## src/rtl/led_scan_driver.sv

```systemverilog
// led_scan_driver
//   Row-scan reader for the 8x8 bicolour LED frame buffer. Walks the buffer
//   one row at a time over a one-hot row/col read address, decodes each
//   4-bit pixel into red/green column drive and lights one matrix row at a
//   time for DWELL_CYCLES clocks. The next row is prefetched into shadow
//   registers during the current row's dwell, so only the very first row
//   after enable pays for a fetch.
//
//   Optional feature: define LED_SCAN_BLANK_EN to insert BLANK_CYCLES dark
//   clocks between rows (anti-ghosting gap).
//
// Ports
//   clk           system clock
//   rst           asynchronous active-high reset
//   scan_en       1 = scan runs, 0 = display dark and scanner idle
//   ram_addr_row  one-hot row read address to the frame buffer
//   ram_addr_col  one-hot column read address to the frame buffer
//   ram_data      pixel: [3] stored, [2] green, [1] red, [0] unused
//   row_on        one-hot row drive, all-zero = dark
//   col_r/col_g   red/green column drive, bit c = column c
//   frame_start   one-clock pulse on the first lit cycle of row 0
module led_scan_driver #(
  parameter int DWELL_CYCLES = 1000,
  parameter int BLANK_CYCLES = 4
) (
  input  logic       clk,
  input  logic       rst,
  input  logic       scan_en,
  output logic [7:0] ram_addr_row,
  output logic [7:0] ram_addr_col,
  input  logic [3:0] ram_data,
  output logic [7:0] row_on,
  output logic [7:0] col_r,
  output logic [7:0] col_g,
  output logic       frame_start
);

`ifdef LED_SCAN_BLANK_EN
  typedef enum logic [1:0] {IDLE, FETCH, SHOW, BLANK} state_t;
  localparam logic [15:0] BLANK_LAST = 16'(BLANK_CYCLES - 1);
`else
  typedef enum logic [1:0] {IDLE, FETCH, SHOW} state_t;
  localparam int unused_blank_cycles = BLANK_CYCLES;
`endif

  localparam logic [15:0] DWELL_LAST = 16'(DWELL_CYCLES - 1);

  // ram_data[0] carries no information for the display
  logic unused_data_bit;
  assign unused_data_bit = ram_data[0];

  function automatic logic [7:0] onehot(input logic [2:0] idx);
    onehot = 8'h01 << idx;
  endfunction

  state_t      state, state_nxt;
  logic [15:0] cnt, cnt_nxt;        // FETCH index k, SHOW dwell d, BLANK count
  logic [2:0]  ptr, ptr_nxt;        // row currently shown (or being fetched)
  logic [7:0]  sh_r, sh_r_nxt;      // shadow of the next row's column drive
  logic [7:0]  sh_g, sh_g_nxt;
  logic [7:0]  addr_row_nxt, addr_col_nxt;
  logic [7:0]  row_on_nxt, col_r_nxt, col_g_nxt;
  logic        frame_start_nxt;

  logic        capture;
  logic [2:0]  cap_idx;
  logic        dec_r, dec_g;
  logic        show_go;
  logic [2:0]  show_ptr;

  // Pixel decode: an unstored pixel is off whatever its colour bits say
  assign dec_r   = ram_data[3] & ram_data[1];
  assign dec_g   = ram_data[3] & ram_data[2];
  // Data for the column addressed in cycle k arrives in cycle k+1
  assign cap_idx = cnt[2:0] - 3'd1;

  always_ff @(posedge clk or posedge rst) begin
    if (rst) begin
      state        <= IDLE;
      cnt          <= '0;
      ptr          <= '0;
      sh_r         <= '0;
      sh_g         <= '0;
      ram_addr_row <= 8'h01;
      ram_addr_col <= 8'h01;
      row_on       <= '0;
      col_r        <= '0;
      col_g        <= '0;
      frame_start  <= 1'b0;
    end else begin
      state        <= state_nxt;
      cnt          <= cnt_nxt;
      ptr          <= ptr_nxt;
      sh_r         <= sh_r_nxt;
      sh_g         <= sh_g_nxt;
      ram_addr_row <= addr_row_nxt;
      ram_addr_col <= addr_col_nxt;
      row_on       <= row_on_nxt;
      col_r        <= col_r_nxt;
      col_g        <= col_g_nxt;
      frame_start  <= frame_start_nxt;
    end
  end

  always_comb begin
    state_nxt       = state;
    cnt_nxt         = cnt;
    ptr_nxt         = ptr;
    sh_r_nxt        = sh_r;
    sh_g_nxt        = sh_g;
    addr_row_nxt    = ram_addr_row;
    addr_col_nxt    = ram_addr_col;
    row_on_nxt      = row_on;
    col_r_nxt       = col_r;
    col_g_nxt       = col_g;
    frame_start_nxt = 1'b0;
    show_go         = 1'b0;
    show_ptr        = ptr;

    // Columns are captured in cycles 1..8 of both the initial fill and the
    // in-dwell prefetch; the addressing pattern is the same in both.
    capture = ((state == FETCH) || (state == SHOW)) &&
              (cnt >= 16'd1) && (cnt <= 16'd8);
    if (capture) begin
      sh_r_nxt[cap_idx] = dec_r;
      sh_g_nxt[cap_idx] = dec_g;
    end

    case (state)
      IDLE: begin
        if (scan_en) begin
          state_nxt    = FETCH;
          cnt_nxt      = '0;
          ptr_nxt      = '0;
          addr_row_nxt = onehot(3'd0);
          addr_col_nxt = onehot(3'd0);
        end
      end
      FETCH: begin
        if (cnt == 16'd8) begin
          show_go  = 1'b1;
          show_ptr = ptr;
        end else begin
          cnt_nxt = cnt + 16'd1;
          if (cnt < 16'd7) addr_col_nxt = onehot(cnt[2:0] + 3'd1);
        end
      end
      SHOW: begin
        if (cnt == DWELL_LAST) begin
          ptr_nxt = ptr + 3'd1;
`ifdef LED_SCAN_BLANK_EN
          state_nxt  = BLANK;
          cnt_nxt    = '0;
          row_on_nxt = '0;
          col_r_nxt  = '0;
          col_g_nxt  = '0;
`else
          show_go  = 1'b1;
          show_ptr = ptr + 3'd1;
`endif
        end else begin
          cnt_nxt = cnt + 16'd1;
          // prefetch addressing runs d=0..7, then holds
          if (cnt < 16'd7) addr_col_nxt = onehot(cnt[2:0] + 3'd1);
        end
      end
`ifdef LED_SCAN_BLANK_EN
      BLANK: begin
        if (cnt == BLANK_LAST) begin
          show_go  = 1'b1;
          show_ptr = ptr;
        end else begin
          cnt_nxt = cnt + 16'd1;
        end
      end
`endif
      default: state_nxt = IDLE;
    endcase

    // Entering SHOW: shadow (including the column captured this very
    // cycle) goes to the pins and the prefetch of the following row starts.
    if (show_go) begin
      state_nxt       = SHOW;
      cnt_nxt         = '0;
      row_on_nxt      = onehot(show_ptr);
      col_r_nxt       = sh_r_nxt;
      col_g_nxt       = sh_g_nxt;
      addr_row_nxt    = onehot(show_ptr + 3'd1);
      addr_col_nxt    = onehot(3'd0);
      frame_start_nxt = (show_ptr == 3'd0);
    end

    if (!scan_en) begin
      state_nxt       = IDLE;
      cnt_nxt         = '0;
      ptr_nxt         = '0;
      row_on_nxt      = '0;
      col_r_nxt       = '0;
      col_g_nxt       = '0;
      frame_start_nxt = 1'b0;
      addr_row_nxt    = 8'h01;
      addr_col_nxt    = 8'h01;
    end
  end

endmodule

```

## config.mk

```make
export PLATFORM = sky130hd
export DESIGN_NAME = led_scan_driver
export DESIGN_NICKNAME = d
export VERILOG_FILES = /design/src/rtl/led_scan_driver.sv
export SDC_FILE = /design/constraint.sdc
export NUM_CORES = 1
export LEC_CHECK = 0
export ABC_AREA = 1
export BUFFER_PORTS_ARGS = -buffer_cell sky130_fd_sc_hd__buf_2
export CORE_UTILIZATION = 50
export DETAILED_ROUTE_END_ITERATION = 8
export PLACE_DENSITY = 0.72
export SYNTH_ARGS = -nofsm -noshare
export SYNTH_HDL_FRONTEND = slang
export SYNTH_SLANG_ARGS = --single-unit
```

## constraint.sdc

```tcl
create_clock -name clk -period 2.3 [get_ports clk]
set_input_delay 0.23 -clock clk [delete_from_list [all_inputs] [get_ports clk]]
set_output_delay 0.23 -clock clk [all_outputs]
set_load 0.1 [all_outputs]
```

==> metrics.yaml, run 1 <==
outcome:
  status: "finished, final reports clean"
place:
  portBuffers: 46
  hpwl_um: 7080
  place_congestion: 0.866
synthesis:
  synthMuxAreaShare: 0
  synth_compound_area_frac: 0.0760
  synth_edf_count: 0
  synth-simple-area-share: 0.356
  syn-num-nets: 590
  syn_inst: 570
  synth.distinct_cells: 33
  synthesis.area_um2: 4390
  ys_warn_count: 0
  synth_xor_area_frac: 0.0140
  ys_ff_latch: 78
  synthArstFlopShare: 1.00
  synthFlopType: "dfrtp_1"
  synthAdderAreaFrac: 0.0370
  avgSynthCellArea_um2: 7.71
  synth_top_family_by_area: "simple AND/OR/NAND/NOR gates"
  yosysSeqAreaShare: 0.445
cells_and_area:
  num-fill-cells: 747
  final_nets: 652
  multi_input_area_um2: 2160
  syn2layout_area_growth_pct: 15.7
  drive_gt1_frac: 0.234
  regArea_um2: 1950
  n_antenna_cell: 0
die:
  die_w_um: 95.7
  core_um2: 8340
  dieArea_um2: 9170
  die_h_um: 95.7
  ios: 48
  initial_utilization: 0.527
  rows: 33
clock_tree:
  cts_buffers: 9
  ctsHtreeMaxLevel: 3
  root_buffer: "clkbuf_8"
  clockBufferDepth: 2
  cts_tree: "done"
  worstSkewPairLatency_ps: 360
  clkSinkCount: 78
  path_clk_slew_ps: 90
power_and_ir_drop:
  total_leakage_power_nw: 2.74
  p_per_area_nw_per_um2: 706
  vdd_ir_drop_max_uv: 400
worst_setup_path:
  crit_chain: "ha_2, nand2_2, inv_2, nand2_2, nor2_4, nand3_2, nand3_2, nand2_2, nand2_2, inv_2, ha_4, nand4_1, inv_2, nand2_1, nand2_1"
  critPathLaunchType: "flop"
  crit_top_cell: "nand2_2"
  r2r_end: "ram_addr_row[6]"
  crit_family: "simple AND/OR/NAND/NOR gates"
  critPathMaxFanout: 5
  crit_slowest_cell: "dfrtp_1"
  crit_arrival_ps: 2430
  slowest_delay_ps: 390
  crit_type: "flop to flop"
  critPathBufInv: 3
  critPathCaptureType: "flop"
  reg2reg_depth: 15
  reg2reg_slack_ps: 170
  cp_data_required_time_ps: 2600
  rr_startpoint: "cnt[0]"
global_routing:
  grt_pass1_vias: 3719
  gr-usage-all-layers: 0.245
  grt_max_degree: 79
  grt_pass1_wl_um: 17200
  grt-ovfl-total: 0
  antenna_found_initial: 0
sta:
  final-hold-violation-count: 0
  final.setup.tns_ps: 0
  relSlewSlack: 0.666
  fmax_mhz: 470
  finalClockSkew_ps: 14.7
  hold_ws_ps: 293
  rsz0062_at_grt: "false"
  fin_crit_sh: 0.926
  setup_viol_count_final: 0
  min_period_ps: 2130
  tightestPinTransition_ps: 505
  report.final.slew_viol_count: 0
min_path:
  hold_depth: 3
  min_to: "col_r[5]"
  hp-class: "input pin to flop"
  hp-start: "scan_en"
routing:
  drc: 0
  wl_met2_um: 4690
  drt_pass1_iterations: 5
  drt_wl_total_um: 9880
  wl_met1_um: 4620
  topRoutingLayerUsed: "met4"
  vias: 3868
  drtIter0Drc: 198
  wl_per_cell_um: 13.3
  vias_per_cell: 5.21
  ant_nets: 0
  wl_met3_um: 464
job:
  maxCapViolations: 0
==> how the worst max path moves through the flow <==
stage / from / endpoint / cells past startpoint
after floorplan: rst / cnt[0] / 1
after global placement: cnt[0] / ram_addr_row[5] / 16
after detailed placement: cnt[0] / ram_addr_row[7] / 15
after CTS: cnt[13] / ram_addr_row[5] / 13
after global routing: cnt[1] / cnt[10] / 10
final: cnt[0] / ram_addr_row[6] / 15
==> sequential cells by signal (all words and copies together), names as in the netlist <==
register and count:
frame_start 1, col_g 8, ram_addr_col 8, state 2, sh_g 8, ram_addr_row 8, cnt 16, row_on 8
col_r 8, sh_r 8, ptr 3
==> worst register-to-register path: cells and delay by family (launching register included) <==
| kind | cells | cell delay, ps |
|---|---|---|
| simple gates | 10 | 950 |
| fa+ha+maj | 2 | 470 |
| flops | 1 | 390 |
| buf+inv | 3 | 260 |
==> layout by cell type, fill, tap and decap left out, types with 5 or more instances in the layout <==
cell type and count:
o22ai_1 5, nor2_1 41, clkbuf_8 9, nand3_1 51, buf_2 46, o21ai_1 8
nor2_2 8, xor2_1 6, nand2_1 195, nand3_2 7, inv_1 46, o21ai_0 25
inv_2 7, nand2_2 14, o21ai_2 14, nand4_1 15, dfrtp_1 76, ha_1 11
buf_4 19, nor2_4 5
==> cells by family (layout without fill, tap and decap cells) <==
kind of cell	count (synthesis)	after routing
xor gates and xnor gates	7	7
buffers and inverters	72	139
adders and majority gates	13	13
DFF	78	78
and+or+nand+nor	345	345
AOI/OAI and AO/OA	55	55
==> metal layers <==
layer,track usage,vias up
met5,0,-
met4,0.0858,0
li1,-,1939
met2,0.401,79
met3,0.0498,10
met1,0.322,1840
==> power breakdown <==
part / internal [mW] / leakage, nW / total (mW) / switching (mW)
logic: 0.298 / 1.58 / 0.920 / 0.621
clock network: 0.515 / 0.105 / 1.07 / 0.557
registers: 1.52 / 1.06 / 1.60 / 0.0759
total: 2.33 / 2.74 / 3.59 / 1.25
==> cell type report <==
class                   count  share of cell area
clock inverters             7              0.0155
repair buffers             68              0.0832
multi-input cells         420               0.425
inverters                  55              0.0419
well taps                 105              0.0258
flip-flops and latches     78               0.385
clock buffers               9              0.0244
==> cell usage after synthesis (2+ instances only) <==
cell type	count	area, µm²
nand2_1	197	739
dfrtp_1	76	1900
nand3_1	53	265
inv_1	50	188
nor2_1	42	158
o21ai_0	25	125
nand4_1	15	93.8
o21ai_2	14	123
ha_1	13	163
nand2_2	12	75.1
nor2_2	8	50.1
o21ai_1	8	40.0
buf_2	6	30.0
xor2_1	6	52.6
nand3_2	5	50.1
o22ai_1	5	31.3
buf_6	4	45.0
clkbuf_1	4	15.0
nor2_4	4	45.0
a21oi_1	3	15.0
inv_2	3	11.3
nor3_1	3	15.0
dfstp_2	2	52.6
nand2_4	2	22.5
nand3_4	2	35.0
==> metrics by stage <==
stage	setup slack (ps)	util	area (µm²)	total power, mW	std cells
3_5_place_dp	117	0.578	4820	2.54	724
5_1_grt	0.443	0.609	5080	3.84	742
3_3_place_gp	193	0.578	4820	2.48	724
6_report	170	0.609	5080	3.59	742
2_1_floorplan	78.3	-	4390	2.32	570
4_1_cts	94.2	0.604	5040	3.61	741
==> what timing repair did <==
item	in CTS	in global routing
resized for setup	0	11
hold buffers	1	0
endpoints found under the hold margin	76	0
buffers inserted	0	1
setup endpoints to repair	0	11
(Power assumes the default switching activity.)
==> run 2, diff against run 1 <==
- ABC_AREA: 1 -> unset
- CTS_BUF_LIST: unset -> sky130_fd_sc_hd__clkbuf_8
- PLACE_DENSITY: 0.72 -> 0.73
==> run 2 against run 1 <==
Compared with the run above:
- the run now ends with setup timing left
- cell area increased by 5.0%
- sequential cell count unchanged
- largest power group unchanged
- first-iteration DRC count decreased by 11%
- clock power decreased by 9%
- highest routed layer unchanged
- utilization increased by 11 points
- worst setup slack got worse by 260 ps
==> metrics.yaml, run 2 <==
outcome:
  violations: "setup timing"
  status: "complete, but fails checks"
routing:
  drt_pass1_iterations: 5  # unchanged
  drt_wl_total_um: 9820  # -0.65%
  vias: 3407  # -12%
  wl_per_cell_um: 16.4  # +23%
  ant_nets: 0  # unchanged
  drtIter0Drc: 177  # -11%
  vias_per_cell: 5.71  # +9.5%
  drc: 0  # unchanged
synthesis:
  syn_inst: 384  # -33%
  ys_warn_count: 0  # unchanged
  ys_ff_latch: 78  # unchanged
  syn-num-nets: 404  # -32%
  synthesis.area_um2: 3880  # -12%
  synth_top_area_cell: "dfrtp_1"
  ys_top_cells_by_area: "dfrtp_1 49%, ha_1 4.2%, a22o_1 3.8%, o21ai_1 3.6%, nand2_1 3.5%"
  synth_edf_count: 0  # unchanged
  avgSynthCellArea_um2: 10.1  # +31%
  synth.distinct_cells: 53  # +61%
  synth_common_cells: "76 x dfrtp_1, 36 x nand2_1, 28 x o21ai_1"
  synthFlopType: "dfrtp_1"
  synth_top_cell_area_share: 0.490  # +0.0574
  synth.most_common_cell: "dfrtp_1"
  synthArstFlopShare: 1.00  # unchanged
  yosysSeqAreaShare: 0.504  # +0.0589
clock_tree:
  cts_buffers: 9  # unchanged
  clkSinkCount: 78  # unchanged
  path_clk_slew_ps: 90  # about the same
  cts_tree: "done"
  clockBufferDepth: 2  # unchanged
  root_buffer: "clkbuf_8"
  worstSkewPairLatency_ps: 360  # about the same
  ctsHtreeMaxLevel: 3  # unchanged
worst_setup_path:
  crit_arrival_ps: 2640  # +210 ps
  critPathLaunchType: "flop"
  slowest_delay_ps: 570  # +180 ps
  critPathMaxFanout: 3  # -2
  cp_data_required_time_ps: 2540  # -60 ps
  critPathBufInv: 0  # -3
  critPathCaptureType: "flop"
  crit_slowest_cell: "or4_4"
  crit_type: "flop to flop"
  crit_start: "cnt[5]"
  crit_chain: "or4_4, a2111oi_4, nand4b_2, or3_4, mux2_4, a22o_1"
  rr_startpoint: "cnt[5]"
  crit_family: "simple AND/OR/NAND/NOR gates"
sta:
  final.setup.tns_ps: -973  # -973 ps
  fmax_mhz: 418  # -11%
  layout_setup_ws_ps: -93.3  # -264 ps
  final-hold-violation-count: 0  # unchanged
  tightestPinTransition_ps: 623  # +119 ps
  rsz0062_at_grt: "true"
  setup_viol_count_final: 24  # +24
  min_period_ps: 2390  # +264 ps
  relSlewSlack: 0.584  # -0.0820
  fin_crit_sh: 1.04  # +0.115
  report.final.slew_viol_count: 0  # unchanged
  finalClockSkew_ps: 11.9  # -2.81 ps
cells_and_area:
  layout_commonest_cell: "dfrtp_1"
  top_register: "cnt"
  drive_gt1_frac: 0.442  # +0.208
  final_nets: 513  # -21%
  largest_reg_flops: 16  # unchanged
  multi_input_area_um2: 2170  # +0.70%
  mostFrequentLayoutCells: "74 x dfrtp_1, 61 x buf_4, 46 x buf_2"
  regArea_um2: 1960  # +0.13%
  num-fill-cells: 508  # -32%
  n_antenna_cell: 0  # unchanged
  postLayoutCoreUtil: 0.724  # +0.115
  syn2layout_area_growth_pct: 37.6
die:
  die_h_um: 90.1  # -5.9%
  core_um2: 7370  # -12%
  initial_utilization: 0.526  # about the same
  die_w_um: 90.1  # -5.9%
  ios: 48  # unchanged
  rows: 31  # -6.1%
  dieArea_um2: 8120  # -11%
job:
  maxCapViolations: 0  # unchanged
min_path:
  hp-class: "input pin to flop"
  hp-start: "scan_en"
global_routing:
  grt_pass1_vias: 3243  # -13%
  gr-usage-all-layers: 0.238  # -0.00630
  grt_max_degree: 29  # -63%
  grt_pass1_wl_um: 15600  # -9.1%
  grt-ovfl-total: 0  # unchanged
  antenna_found_initial: 0  # unchanged
power_and_ir_drop:
  vdd_ir_drop_max_uv: 321  # -20%
  p_per_area_nw_per_um2: 542  # -23%
  total_leakage_power_nw: 2.46  # -10%
place:
  place_ws_ps: -219  # -336 ps
  hpwl_um: 6380  # -9.9%
  portBuffers: 46  # unchanged
  place_congestion: 0.866  # about the same
[run 2: changes by cell type after synthesis, sizes merged, moves of 15 or more]
cell and change:
nand2 -175, nor2 -31, a21oi +24, a22o +17, o21ai -15, nand3 -42, inv -41, mux2 +16
[run 2: timing repair]
| action | 4_1_cts | 5_1_grt |
|---|---|---|
| setup buffers | 5 | 9 |
| hold endpoints to repair | 26 | 0 |
| endpoints found under the setup margin | 56 | 48 |
| pin swaps | 22 | 25 |
| hold buffers | 1 | 0 |
| gates cloned | 0 | 1 |
| gates resized for setup | 22 | 44 |
[run 2: power breakdown]
group / internal [mW] / leakage [nW] / total (mW) / switching, mW
Clock: 0.407 / 0.0881 / 0.974 / 0.567
Sequential: 1.43 / 1.07 / 1.47 / 0.0332
Combinational: 0.191 / 1.31 / 0.454 / 0.264
Total: 2.03 / 2.46 / 2.90 / 0.864
[run 2: routing by layer]
metal / routed length, µm / vias up / track usage / share of wire
met5: 0 / - / 0 / 0
met4: 178 / 0 / 0.102 / 0.018
met3: 390 / 20 / 0.0448 / 0.040
met2: 4820 / 104 / 0.365 / 0.49
met1: 4430 / 1679 / 0.332 / 0.45
li1: - / 1604 / - / -
[run 2: path summary, 6_finish.rpt]
check,endpoint,slack (ps),cells after the start
worst min-delay path,ram_addr_col[0],260,2
max in group asynchronous,ram_addr_row[0],1180,4
worst max-delay path,col_g[7],-90,6
min in group asynchronous,col_g[5],490,3
worst max register to register,col_g[7],-90,6
worst min register to register,ram_addr_row[0],460,2
[run 2: per-stage QoR]
stage                     std cells  total power [mW]  hold slack (ps)  cell area [µm²]
after floorplan                 384              1.76              416             4050
after global placement          565              1.86              339             4740
after detailed placement        565              1.87              348             4740
after CTS                       587              2.87              208             5060
after global routing            597              3.01              260             5340
final                           597              2.90              260             5340
[run 2: worst register-to-register path, delay by kind of cell (launching register included)]
family / cells / cell delay [ps]
flip-flops: 1 / 390
AO/OA/AOI/OAI: 2 / 480
AND/OR/NAND/NOR: 3 / 1090
multiplexers: 1 / 320
[run 2: final cells by class]
cell class	count	share of cell area
Tap cell	99	0.0232
Clock buffer	9	0.0232
Timing Repair Buffer	118	0.160
Inverter	12	0.00891
Clock inverter	7	0.0108
Sequential cell	78	0.367
Multi-Input combinational cell	274	0.407
[run 2: cell families after synthesis]
| group | synth area share |
|---|---|
| simple gates | 0.185 |
| compound gates | 0.165 |
| flops | 0.504 |
| buf+inv | 0.0348 |
| mux | 0.0535 |
| fa+ha+maj | 0.0419 |
| xor+xnor | 0.0158 |
==> run 3, diff against run 2 <==
- BUFFER_PORTS_ARGS: -buffer_cell sky130_fd_sc_hd__buf_2 -> -buffer_cell sky130_fd_sc_hd__clkbuf_2
- TNS_END_PERCENT: unset -> 1
==> run 3 against run 2 <==
Compared with the run above:
- the run still ends with setup timing left
- maximum frequency grew 1.4%
- clock skew shrank 1.5 ps
- register-to-register slack gained 30 ps
- global-route usage is essentially flat
- total power grew 1.5%
- sequential power is essentially flat
- die area is the same
- worst hold slack gained 10 ps
- worst setup slack gained 33 ps
- combinational power shrank 13%
- cell count shrank 2.2%
- clock-buffer cell count is the same
==> metrics.yaml, run 3 (synthesis gave the netlist of run 2 again) <==
outcome:
  status: "complete, but fails checks"
  violations: "setup timing"
worst_setup_path:
  critPathLaunchType: "flop"
  critPathCaptureType: "flop"
  critPathMaxFanout: 3  # unchanged
  crit_arrival_ps: 2600  # -40 ps
  crit_type: "flop to flop"
  cp_data_required_time_ps: 2540  # about the same
sta:
  setup_viol_count_final: 13  # -46%
  fmax_mhz: 424  # +1.4%
  fin_crit_sh: 1.03  # -0.0142
  final.setup.tns_ps: -322  # +650 ps
  report.final.slew_viol_count: 0  # unchanged
  layout_setup_ws_ps: -60.6  # +32.7 ps
  finalClockSkew_ps: 10.4  # -1.50 ps
  min_period_ps: 2360  # -32.7 ps
  rsz0062_at_grt: "true"
  relSlewSlack: 0.624  # +0.0402
  final-hold-violation-count: 0  # unchanged
  tightestPinTransition_ps: 563  # -60.2 ps
global_routing:
  grt_pass1_vias: 3289  # +1.4%
  grt_pass1_wl_um: 15800  # +1.0%
  antenna_found_initial: 0  # unchanged
  grt_max_degree: 38  # +31%
  gr-usage-all-layers: 0.238  # about the same
  grt-ovfl-total: 0  # unchanged
cells_and_area:
  n_antenna_cell: 0  # unchanged
  largest_reg_flops: 16  # unchanged
  drive_gt1_frac: 0.340  # -0.102
  syn2layout_area_growth_pct: 28.9
  stdcell_area_um2: 5000  # -6.3%
  mostFrequentLayoutCells: "74 x dfrtp_1, 53 x buf_4, 46 x clkbuf_2"
  layout_commonest_cell: "dfrtp_1"
  top_register: "cnt"
  final_nets: 500  # -2.5%
place:
  placed_area_um2: 4660  # -1.7%
  place_congestion: 0.855  # -1.3%
  hpwl_um: 6460  # +1.1%
  portBuffers: 46  # unchanged
power_and_ir_drop:
  total_leakage_power_nw: 2.32  # -5.7%
  p_int_mw: 2.12  # +4.2%
  p_seq_frac: 0.498  # -0.009
  vdd_ir_drop_max_uv: 374  # +16%
  combPwrFrac: 0.135  # -0.022
  p_per_area_nw_per_um2: 588  # +8.4%
  clkPwrFrac: 0.367  # +0.031
  switching_share: 0.280  # -0.0185
  p_switching_mw: 0.823  # -4.8%
routing:
  vias_per_cell: 5.63  # -1.3%
  wl_met2_um: 4460  # -7.5%
  drc: 0  # unchanged
  vias: 3288  # -3.5%
  ant_nets: 0  # unchanged
  drt_pass1_iterations: 4  # -1
  wl_met3_um: 263  # -33%
  wl_per_cell_um: 15.5  # -5.8%
  topRoutingLayerUsed: "met4"
  wl_met1_um: 4160  # -6.1%
  drt_wl_total_um: 9050  # -7.9%
  drtIter0Drc: 178  # +0.56%
clock_tree:
  clockBufferDepth: 2  # unchanged
  cts_tree: "done"
  root_buffer: "clkbuf_8"
  ctsHtreeMaxLevel: 3  # unchanged
  clkSinkCount: 78  # unchanged
  path_clk_slew_ps: 80  # about the same
  cts_buffers: 9  # unchanged
  worstSkewPairLatency_ps: 350  # about the same
die:
  ios: 48  # unchanged
  dieArea_um2: 8120  # unchanged
  rows: 31  # unchanged
  die_h_um: 90.1  # unchanged
  die_w_um: 90.1  # unchanged
  initial_utilization: 0.526  # unchanged
  core_um2: 7370  # unchanged
job:
  maxCapViolations: 0  # unchanged
min_path:
  hp-class: "input pin to flop"
-- run 3: routing by layer --
metal | GRT usage | vias up
li1 | - | 1577
met1 | 0.325 | 1626
met3 | 0.0465 | 15
met5 | 0 | -
met2 | 0.378 | 70
met4 | 0.0874 | 0
-- run 3: power groups by stage --
stage | Combinational [mW] | Sequential, mW | Clock, mW
after global routing | 0.435 | 1.47 | 1.15
after global placement | 0.372 | 1.49 | 0
after detailed placement | 0.384 | 1.49 | 0
after CTS | 0.393 | 1.47 | 1.09
after floorplan | 0.233 | 1.51 | 0
final | 0.396 | 1.46 | 1.08
-- run 3: worst paths after layout --
| path | cells past startpoint | startpoint | slack [ps] | to |
|---|---|---|---|---|
| setup / recovery | 6 | cnt[6] | -60 | col_r[7] |
| hold / removal | 2 | scan_en | 270 | ram_addr_col[0] |
| setup reg to reg | 6 | cnt[6] | -60 | col_r[7] |
| hold reg to reg | 2 | ram_addr_row[0] | 480 | ram_addr_row[0] |
| max in group asynchronous | 4 | rst | 1140 | ram_addr_row[0] |
| min in group asynchronous | 3 | rst | 470 | row_on[1] |
-- run 3: stage by stage --
stage                     hold slack [ps]  setup slack (ps)  std cells   util  power [mW]
after detailed placement              304              -222        564  0.632        1.88
after floorplan                       416              -189        384      -        1.75
after CTS                             260             -51.8        583  0.668        2.95
after global routing                  293              -150        584  0.679        3.06
final                                 270             -60.6        584  0.679        2.94
after global placement                294              -163        564  0.632        1.86
-- run 3: final cells by class --
cell class	instances	area, µm²
clock buffers	9	124
clock inverters	7	82.6
fillers	551	2370
inverters	12	47.5
multi-input cells	273	1930
flip-flops and latches	78	1960
well taps	99	124
repair buffers	106	741
-- run 3: worst max-delay path: stages (launching register included) --
cell	delay (ps)
dfrtp_1	400
or4_4	560
a2111oi_4	290
nand4b_2	160
or3_4	360
mux2_4	310
a22o_1	180
-- run 3: repair_timing --
item,in CTS,in global routing
hold buffers,1,0
setup endpoints to repair,43,38
setup buffers,2,1
gates resized for setup,8,17
hold endpoints to repair,25,0
pin swaps,9,2
